## config.mk

```make
export PLATFORM = sky130hd
export DESIGN_NAME = crc4_check_sched
export DESIGN_NICKNAME = d
export VERILOG_FILES = /design/src/rtl/crc4_pkg.sv /design/src/rtl/crc4_serial_engine.sv /design/src/rtl/crc4_check_sched.sv
export SDC_FILE = /design/constraint.sdc
export NUM_CORES = 1
export LEC_CHECK = 0
export BUFFER_PORTS_ARGS = -buffer_cell sky130_fd_sc_hd__clkbuf_2
export CAP_MARGIN = 0
export CORE_ASPECT_RATIO = 1.5
export CORE_MARGIN = 5
export CORE_UTILIZATION = 25
export CTS_CLUSTER_SIZE = 16
export DETAILED_ROUTE_END_ITERATION = 10
export GPL_TIMING_DRIVEN = 0
export PLACE_DENSITY = 0.51
export SLEW_MARGIN = 20
export SYNTH_ARGS = -nofsm -noshare
export SYNTH_HDL_FRONTEND = slang
export SYNTH_HIERARCHICAL = 1
export SYNTH_SLANG_ARGS = --single-unit
```

## constraint.sdc

```tcl
create_clock -name clk -period 6.3 [get_ports clk]
set_input_delay 1.26 -clock clk [delete_from_list [all_inputs] [get_ports clk]]
set_output_delay 1.26 -clock clk [all_outputs]
set_load 0.02 [all_outputs]
```

## src/rtl/crc4_pkg.sv

```systemverilog
// Shared definitions for the CRC4 (x^4 + x + 1) frame-check datapath:
// generator polynomial, FSM state encoding and the single-bit remainder update.
package crc4_pkg;

   localparam int CRC_W = 4;
   localparam logic [CRC_W:0] CRC_POLY = 5'b10011;

   typedef enum logic [1:0] {IDLE, SHIFT, DONE} state_t;

   // Shift one message bit into the remainder and reduce modulo the generator.
   function automatic logic [CRC_W-1:0] crc4_step(input logic [CRC_W-1:0] rem,
                                                  input logic din);
      logic [CRC_W:0] t;
      t = {rem, din};
      if (t[CRC_W]) begin
         t = t ^ CRC_POLY;
      end
      return t[CRC_W-1:0];
   endfunction

endpackage

```

## src/rtl/crc4_serial_engine.sv

```systemverilog
// Serial CRC4 remainder register: one bit per enabled cycle, MSB first.
// Kept free of any framing logic so other CRC4 paths can reuse it.
module crc4_serial_engine
   import crc4_pkg::*;
(
   input  logic       clk,
   input  logic       rst,
   input  logic       clr,
   input  logic       shift_en,
   input  logic       din,
   output logic [3:0] rem
);

   logic [CRC_W-1:0] rem_d;
   logic [CRC_W-1:0] rem_q;

   always_comb begin
      rem_d = rem_q;
      if (clr) begin
         rem_d = '0;
      end else if (shift_en) begin
         rem_d = crc4_step(rem_q, din);
      end
   end

   always_ff @(posedge clk or posedge rst) begin
      if (rst) begin
         rem_q <= '0;
      end else begin
         rem_q <= rem_d;
      end
   end

   assign rem = rem_q;

endmodule

```

## src/rtl/crc4_check_sched.sv

```systemverilog
// Round-robin scheduler sharing one serial CRC4 check engine between NREQ
// frame sources; reports a per-frame verdict and keeps a saturating error count.
module crc4_check_sched
   import crc4_pkg::*;
#(
   parameter int NREQ    = 4,
   parameter int FRAME_W = 19
) (
   input  logic                      clk,
   input  logic                      rst,
   input  logic                      en,
   input  logic [NREQ-1:0]           req,
   input  logic [NREQ*FRAME_W-1:0]   frame,
   output logic [NREQ-1:0]           grant,
   output logic                      busy,
   output logic                      done,
   output logic [$clog2(NREQ)-1:0]   done_id,
   output logic                      crc_error,
   output logic [15:0]               err_cnt,
   input  logic                      clr_cnt
);

   localparam int ID_W  = $clog2(NREQ);
   localparam int CNT_W = $clog2(FRAME_W);
   localparam logic [NREQ-1:0] ONE_HOT0 = NREQ'(1);

   state_t             state_d, state_q;
   logic [FRAME_W-1:0] sreg_d, sreg_q;
   logic [CNT_W-1:0]   bitcnt_d, bitcnt_q;
   logic [ID_W-1:0]    id_d, id_q;
   logic [ID_W-1:0]    last_d, last_q;
   logic               done_d, done_q;
   logic               crc_error_d, crc_error_q;
   logic [ID_W-1:0]    done_id_d, done_id_q;
   logic [15:0]        err_cnt_d, err_cnt_q;

   logic               win_found;
   logic [ID_W-1:0]    win_idx;
   logic               start;
   logic [3:0]         rem;
   int                 idx;

   // Rotating priority: the requester after the previous winner is searched first.
   always_comb begin
      win_found = 1'b0;
      win_idx   = '0;
      idx       = 0;
      for (int k = 1; k <= NREQ; k++) begin
         idx = (int'(last_q) + k) % NREQ;
         if (!win_found && req[ID_W'(idx)]) begin
            win_found = 1'b1;
            win_idx   = ID_W'(idx);
         end
      end
   end

   assign start = (state_q == IDLE) && en && win_found;
   assign grant = start ? (ONE_HOT0 << win_idx) : '0;
   assign busy  = (state_q != IDLE);

   crc4_serial_engine u_engine (
      .clk      (clk),
      .rst      (rst),
      .clr      (start),
      .shift_en (state_q == SHIFT),
      .din      (sreg_q[FRAME_W-1]),
      .rem      (rem)
   );

   always_comb begin
      state_d     = state_q;
      sreg_d      = sreg_q;
      bitcnt_d    = bitcnt_q;
      id_d        = id_q;
      last_d      = last_q;
      done_d      = 1'b0;
      crc_error_d = crc_error_q;
      done_id_d   = done_id_q;
      case (state_q)
         IDLE: begin
            if (start) begin
               state_d  = SHIFT;
               sreg_d   = frame[int'(win_idx)*FRAME_W +: FRAME_W];
               id_d     = win_idx;
               last_d   = win_idx;
               bitcnt_d = '0;
            end
         end
         SHIFT: begin
            sreg_d   = sreg_q << 1;
            bitcnt_d = bitcnt_q + 1'b1;
            // The verdict includes the bit entering the engine on this same edge.
            if (bitcnt_q == CNT_W'(FRAME_W - 1)) begin
               state_d     = DONE;
               done_d      = 1'b1;
               crc_error_d = (crc4_step(rem, sreg_q[FRAME_W-1]) != '0);
               done_id_d   = id_q;
            end
         end
         DONE: begin
            state_d = IDLE;
         end
         default: begin
            state_d = IDLE;
         end
      endcase
   end

   always_comb begin
      err_cnt_d = err_cnt_q;
      if (clr_cnt) begin
         err_cnt_d = '0;
      end else if (done_q && crc_error_q && (err_cnt_q != 16'hFFFF)) begin
         err_cnt_d = err_cnt_q + 16'd1;
      end
   end

   always_ff @(posedge clk or posedge rst) begin
      if (rst) begin
         state_q     <= IDLE;
         sreg_q      <= '0;
         bitcnt_q    <= '0;
         id_q        <= '0;
         last_q      <= ID_W'(NREQ - 1);
         done_q      <= 1'b0;
         crc_error_q <= 1'b0;
         done_id_q   <= '0;
         err_cnt_q   <= '0;
      end else begin
         state_q     <= state_d;
         sreg_q      <= sreg_d;
         bitcnt_q    <= bitcnt_d;
         id_q        <= id_d;
         last_q      <= last_d;
         done_q      <= done_d;
         crc_error_q <= crc_error_d;
         done_id_q   <= done_id_d;
         err_cnt_q   <= err_cnt_d;
      end
   end

   assign done      = done_q;
   assign crc_error = crc_error_q;
   assign done_id   = done_id_q;
   assign err_cnt   = err_cnt_q;

endmodule

```

; Yosys cells after proc, flatten, opt, wreduce, memory -nomap -nowiden
; Index checks and enable logic that the tools add are counted.
[op_classes]
n_addsub = 6
mul = 1
order_cmp = 4
eq_ne = 5
shift = 2
muxes = 37
bitwise = 1
n_reduce_logical = 20
[op_table]
columns = op, count
row1 = 76-bit by 8-bit indexed part select with 19-bit output, 1
row2 = 19-bit one-hot mux with 2 select lines, 1
row3 = 16-bit two-way mux, 2
row4 = 4-bit two-way mux, 5
row5 = 19-bit two-way mux, 1
row6 = 16-bit by 1-bit adder with 16-bit output (second input constant), 1
row7 = 2-bit by 4-bit < comparator with 1-bit output (second input constant), 4
row8 = 16-bit inequality test (second input constant), 1
row9 = 1-bit two-way mux, 14
row10 = 2-bit two-way mux, 7
row11 = 5-bit one-hot mux with 2 select lines, 1
row12 = 1-bit binary-select mux with 2-bit select, 4
row13 = 2-bit AND reduction, 4
row14 = 2-bit nonzero test, 4
row15 = 1-bit logical AND, 7
row16 = 2-bit by 5-bit multiplier with 7-bit output (second input constant), 1
row17 = 5-bit by 1-bit adder with 5-bit output (second input constant), 1
row18 = 5-bit equality test (second input constant), 1
row19 = 5-bit two-way mux, 1
row20 = 2-bit by 1-bit adder with 2-bit output (second input constant), 2
row21 = 2-bit adder (second input constant), 2
row22 = 2-bit inequality test (second input constant), 2
row23 = 2-bit one-hot mux with 2 select lines, 1
row24 = 4-bit nonzero test, 1
row25 = 5 further kinds, 7
[totals]
register_bits = 54
input_bits = 84
elab_cells = 86

; Depth between registers and ports, before layout
[depth]
depth_word = 18
mapped_depth = 7

; Cells and area by module
; The synthesis kept the hierarchy.
[by_module_without_submodules]
columns = mod, instances, cells_per_inst, area_each_um2, seq_area_each_um2
row1 = crc4_check_sched, 1, 346, 3289.4, 1253.7
row2 = crc4_serial_engine, 1, 16, 176.4, 100.1

; Least setup slack after synthesis
; Ideal clock, no wire load.
[synth_timing]
path_type = in2out
startpoint = in req[3]
endpoint = out grant[0]
t_arrival_ps = 2611
slack_ps = 2429
stages = 6
n_path_buf = 1
path_cell_list = nor2b_1 > or3b_1 > a21oi_2 > clkbuf_1 > inv_1 > nor2_1
[synth_between]
elab_chain_cells = 15
elab_cells_between_ends = 29
[synth_rtl]
columns = element, line
row1 = start: declaration, crc4_check_sched.sv:12  ; input logic [NREQ-1:0] req,
row2 = 1-bit binary-select mux with 2-bit select, crc4_check_sched.sv:50  ; if (!win_found && req[ID_W'(idx)]) begin
row3 = 1-bit two-way mux (implied by the code) (2 in a row), crc4_check_sched.sv:50
row4 = 1-bit two-way mux, crc4_check_sched.sv:50
row5 = 1-bit zero test, crc4_check_sched.sv:50
row6 = 1-bit logical AND, crc4_check_sched.sv:50
row7 = 1-bit two-way mux, crc4_check_sched.sv:50
row8 = 1-bit zero test, crc4_check_sched.sv:50
row9 = 1-bit logical AND, crc4_check_sched.sv:50
row10 = 1-bit two-way mux, crc4_check_sched.sv:50
row11 = 1-bit zero test, crc4_check_sched.sv:50
row12 = 1-bit logical AND, crc4_check_sched.sv:50
row13 = 2-bit two-way mux / 1-bit two-way mux (equally long branches), crc4_check_sched.sv:50
row14 = 1-bit by 2-bit << shifter with 4-bit output / 1-bit logical AND (equally long branches), "crc4_check_sched.sv:58, crc4_check_sched.sv:57"
row15 = 4-bit two-way mux *, crc4_check_sched.sv:58  ; assign grant = start ? (ONE_HOT0 << win_idx) : '0;
row16 = end: declaration, crc4_check_sched.sv:14  ; output logic [NREQ-1:0] grant,
; Mark *: on every way between the ends. The rest lies on a longest branch, timed or not. The select of a mux whose other input is x is not followed.

; Worst setup path after layout
[layout_timing]
startpoint = in req[3]
endpoint = out grant[3]
[layout_between]
elab_chain_cells = 15
elab_cells_between_ends = 29
[layout_rtl]
columns = element, line
row1 = 1-bit binary-select mux with 2-bit select, crc4_check_sched.sv:50
row2 = 1-bit two-way mux (implied by the code) (2 in a row), crc4_check_sched.sv:50
row3 = 1-bit two-way mux, crc4_check_sched.sv:50
row4 = 1-bit zero test, crc4_check_sched.sv:50
row5 = 1-bit logical AND, crc4_check_sched.sv:50
row6 = 1-bit two-way mux, crc4_check_sched.sv:50
row7 = 1-bit zero test, crc4_check_sched.sv:50
row8 = 1-bit logical AND, crc4_check_sched.sv:50
row9 = 1-bit two-way mux, crc4_check_sched.sv:50
row10 = 1-bit zero test, crc4_check_sched.sv:50
row11 = 1-bit logical AND, crc4_check_sched.sv:50
row12 = 1-bit two-way mux *, crc4_check_sched.sv:50
row13 = 1-bit logical AND *, crc4_check_sched.sv:57  ; assign start = (state_q == IDLE) && en && win_found;
row14 = net start, crc4_check_sched.sv:39  ; logic start;
row15 = 4-bit two-way mux *, crc4_check_sched.sv:58
; The timed path passes the listed nets; every way through them passes the cells marked *. The select of a mux whose other input is x is not followed.

==> insert_results.sql <==
INSERT INTO impl_metrics (metric_group, metric, value, unit) VALUES
('sta', 'finalCritPeriodShare', '0.694', ''),
('setup_path', 'timing.critical_path.arrival', '3.11', 'ns'),
('clock_tree', 'cts_hold_buffers', '0', ''),
('route', 'wl_per_cell', '15.9', 'µm'),
('route', 'dr.first_iter.drc_count', '140', ''),
('sta', 'slew_violations', '0', ''),
('sta', 'timing.setup.tns', '0', 'ns'),
('synthesis', 'synth.top_cells.by_area', 'sky130_fd_sc_hd__dfrtp_1, sky130_fd_sc_hd__mux2i_1, sky130_fd_sc_hd__o211ai_2', ''),
('route', 'via_per_inst', '4.93', ''),
('clock_tree', 'htreeDepth', '2', ''),
('route', 'detailroute.via_count', '3153', ''),
('finish', 'cell_area_after_layout', '4370', 'µm²'),
('synthesis', 'syn_area', '3470', 'µm²'),
('floorplan', 'core_area', '13500', 'µm²'),
('route', 'post_route_wl', '10200', 'µm'),
('sta', 'fin_worst_skew', '0.00523', 'ns'),
('synthesis', 'synth-edff-count', '0', ''),
('grt', 'first_global_vias', '3273', ''),
('clock_tree', 'path_clk_slew', '0.07', 'ns'),
('synthesis', 'asyncSetResetFlopFracSynth', '1.00', ''),
('clock_tree', 'root_buffer', 'sky130_fd_sc_hd__clkbuf_16', ''),
('setup_path', 'slowest_stage', 'sky130_fd_sc_hd__buf_2', ''),
('finish', 'antennaDiodeCount', '0', ''),
('floorplan', 'start_util', '0.256', ''),
('min_path', 'hp-class', 'register to register', ''),
('sta', 'unrepaired_setup_endpoints_after_global_routing', 'false', ''),
('clock_tree', 'post_cts.repair.setup_buffers', '0', ''),
('synthesis', 'synthesis.instances', '362', ''),
('finish', 'layout.nets', '564', ''),
('place', 'buffers_on_ports', '107', ''),
('sta', 'worst_slew_pin_slew', '0.830', 'ns'),
('setup_path', 'startpoint_kind_of_the_worst_setup_timing_path', 'input pin', ''),
('power_and_ir_drop', 'total_leakage_power', '2.09', 'nW'),
('synthesis', 'ys_seq_area_frac', '0.391', ''),
('grt', 'grt_first_pass_wirelength', '16800', 'µm'),
('finish', 'drive_gt1_frac', '0.362', ''),
('grt', 'globalRouteMet1Util', '0.163', ''),
('sta', 'clock.fmax', '229', 'MHz'),
('clock_tree', 'cts_made_buffers', '5', ''),
('route', 'ant_nets', '0', ''),
('synthesis', 'cell_type_with_the_highest_aggregate_area_in_the_netlist', 'sky130_fd_sc_hd__dfrtp_1', ''),
('sta', 'slew_headroom', '0.443', ''),
('grt', 'grtUsageMet2', '0.212', ''),
('place', 'finalWeightedCongestion', '0.856', ''),
('grt', 'gr-max-usage-layer', 'met2', ''),
('route', 'remaining_drc_errors', '0', ''),
('run_status', 'outcome', 'completed', ''),
('place', 'hpwl', '7990', 'µm'),
('power_and_ir_drop', 'power.density', '334', 'nW/µm²'),
('grt', 'grt_overflow', '0', ''),
('floorplan', 'dieHeight', '154', 'µm'),
('synthesis', 'yosys_register_bits', '54', ''),
('synthesis', 'synth_fp_nets', '449', ''),
('setup_path', 'critPathCaptureType', 'output port', ''),
('synthesis', 'syn-mean-instance-area', '9.57', 'µm²'),
('sta', 'report.final.setup_viol', '0', ''),
('floorplan', 'io_pins', '109', ''),
('place', 'dpl_cell_area', '4230', 'µm²'),
('clock_tree', 'cts_repair_resize_count', '0', ''),
('setup_path', 'slowest_delay', '0.34', 'ns'),
('sta', 'hold_ws', '0.488', 'ns'),
('synthesis', 'yosys.area.top_type_share', '0.375', ''),
('power_and_ir_drop', 'design_power_total', '1.46', 'mW'),
('clock_tree', 'clockBufferDepth', '2', ''),
('grt', 'met3_usage', '0.0238', ''),
('finish', 'area_growth_syn_to_layout', '26.0', '%'),
('floorplan', 'floorplan.die_area', '16400', 'µm²'),
('grt', 'grt.total_usage', '0.125', ''),
('setup_path', 'worstPathCellList', 'clkbuf_2, or2_4, o311ai_2, buf_2, inv_2, nand3_1, buf_2, nor2_1, clkbuf_2', ''),
('job', 'maxCapViolations', '0', ''),
('setup_path', 'crit_required', '5.04', 'ns');
cell usage after synthesis (all sizes together), types with 2 or more instances:
cell / instances
nand2b: 3
dfstp: 2
or2: 3
a21bo: 18
ha: 3
nand2: 10
mux2i: 23
a211oi: 4
xor2: 5
clkbuf: 15
nor2b: 3
and2: 3
nor2: 34
buf: 12
nand4: 23
inv: 9
xnor2: 10
and3: 22
nor3: 6
o211ai: 19
o31ai: 18
nand3: 13
nor4: 4
dfrtp: 52
a21oi: 26
o21ai: 8
mux2: 3
metal layers:
layer	vias to the layer above	wire length, µm
met1	1468	4400
met5	-	0
met2	100	5120
met4	0	107
li1	1577	-
met3	8	573
report_power, final:
group / switching, mW / leakage, nW / total [mW] / internal (mW)
Clock: 0.117 / 0.0652 / 0.265 / 0.148
Combinational: 0.378 / 1.34 / 0.664 / 0.286
Sequential: 0.0702 / 0.694 / 0.528 / 0.458
worst max-delay path: cells and delay by family:
family	cells	cell delay, ns
AO/OA/AOI/OAI	1	0.27
AND/OR/NAND/NOR	3	0.56
buffers and inverters	5	1.01
stage by stage:
stage,utilization,instances
after detailed placement,0.313,632
after floorplan,-,362
after global placement,0.311,631
final,0.323,640
after global routing,0.323,640
after CTS,0.323,640
registers in the layout (all words and copies together), names as in the netlist:
name,cells
id_q,2
err_cnt,16
done,1
done_id,2
sreg_q,19
state_q,2
last_q,2
bitcnt_q,5
u_engine/rem,4
crc_error,1
worst paths after layout:
check	start	end	slack (ns)	depth (start not counted)
worst max-delay path	req[3]	grant[3]	1.93	9
worst min-delay path	id_q[1]	id_q[1]	0.49	2
worst max register to register	last_q[0]	sreg_q[3]	4.04	7
worst min register to register	id_q[1]	id_q[1]	0.49	2
max in group asynchronous	rst	last_q[1]	4.59	3
min in group asynchronous	rst	u_engine/rem[2]	0.85	2
final cells by class:
class,count,area (µm²),area share
Timing Repair Buffer,108,563,0.129
Buffer,27,133,0.0304
Sequential cell,54,1350,0.310
Multi-Input combinational cell,272,1950,0.445
Inverter,9,33.8,0.00773
Clock buffer,8,136,0.0312
Tap cell,162,203,0.0464
cell families (layout without fill, tap and decap cells):
family,Yosys count,in the layout,synth area share
AND/OR/NAND/NOR,127,127,0.199
AO/OA/AOI/OAI,101,101,0.238
flip-flops,54,54,0.391
buffers and inverters,36,152,0.0480
multiplexers,26,26,0.0762
XOR/XNOR,15,15,0.0379
adder cells (fa/ha/maj),3,3,0.0108
cell usage in the layout, fill, tap and decap left out, types with 3 or more instances in the layout:
cell type                   netlist  final
sky130_fd_sc_hd__clkbuf_2         0    107
sky130_fd_sc_hd__mux2_2           3      3
sky130_fd_sc_hd__o31ai_1         18     18
sky130_fd_sc_hd__a211oi_1         4      4
sky130_fd_sc_hd__clkbuf_16        0      5
sky130_fd_sc_hd__mux2i_1         23     23
sky130_fd_sc_hd__xor2_1           5      5
sky130_fd_sc_hd__a21oi_1         24     24
sky130_fd_sc_hd__nand2_1         10     10
sky130_fd_sc_hd__clkbuf_1        15     18
sky130_fd_sc_hd__nor2_1          34     34
sky130_fd_sc_hd__and3_1          22     22
sky130_fd_sc_hd__buf_6            3      3
sky130_fd_sc_hd__nor2b_1          3      3
sky130_fd_sc_hd__nand2b_1         3      3
sky130_fd_sc_hd__ha_1             3      3
sky130_fd_sc_hd__o21ai_0          7      7
sky130_fd_sc_hd__nand3_1         13     13
sky130_fd_sc_hd__xnor2_1         10     10
sky130_fd_sc_hd__o211ai_2        16     16
sky130_fd_sc_hd__o211ai_1         3      3
sky130_fd_sc_hd__nor3_1           4      4
sky130_fd_sc_hd__buf_2            7      7
sky130_fd_sc_hd__inv_1            8      7
sky130_fd_sc_hd__nand4_1         23     23
sky130_fd_sc_hd__dfrtp_1         52     52
sky130_fd_sc_hd__a21bo_2         18     18
sky130_fd_sc_hd__nor4_1           4      4
(Power assumes the default switching activity.)
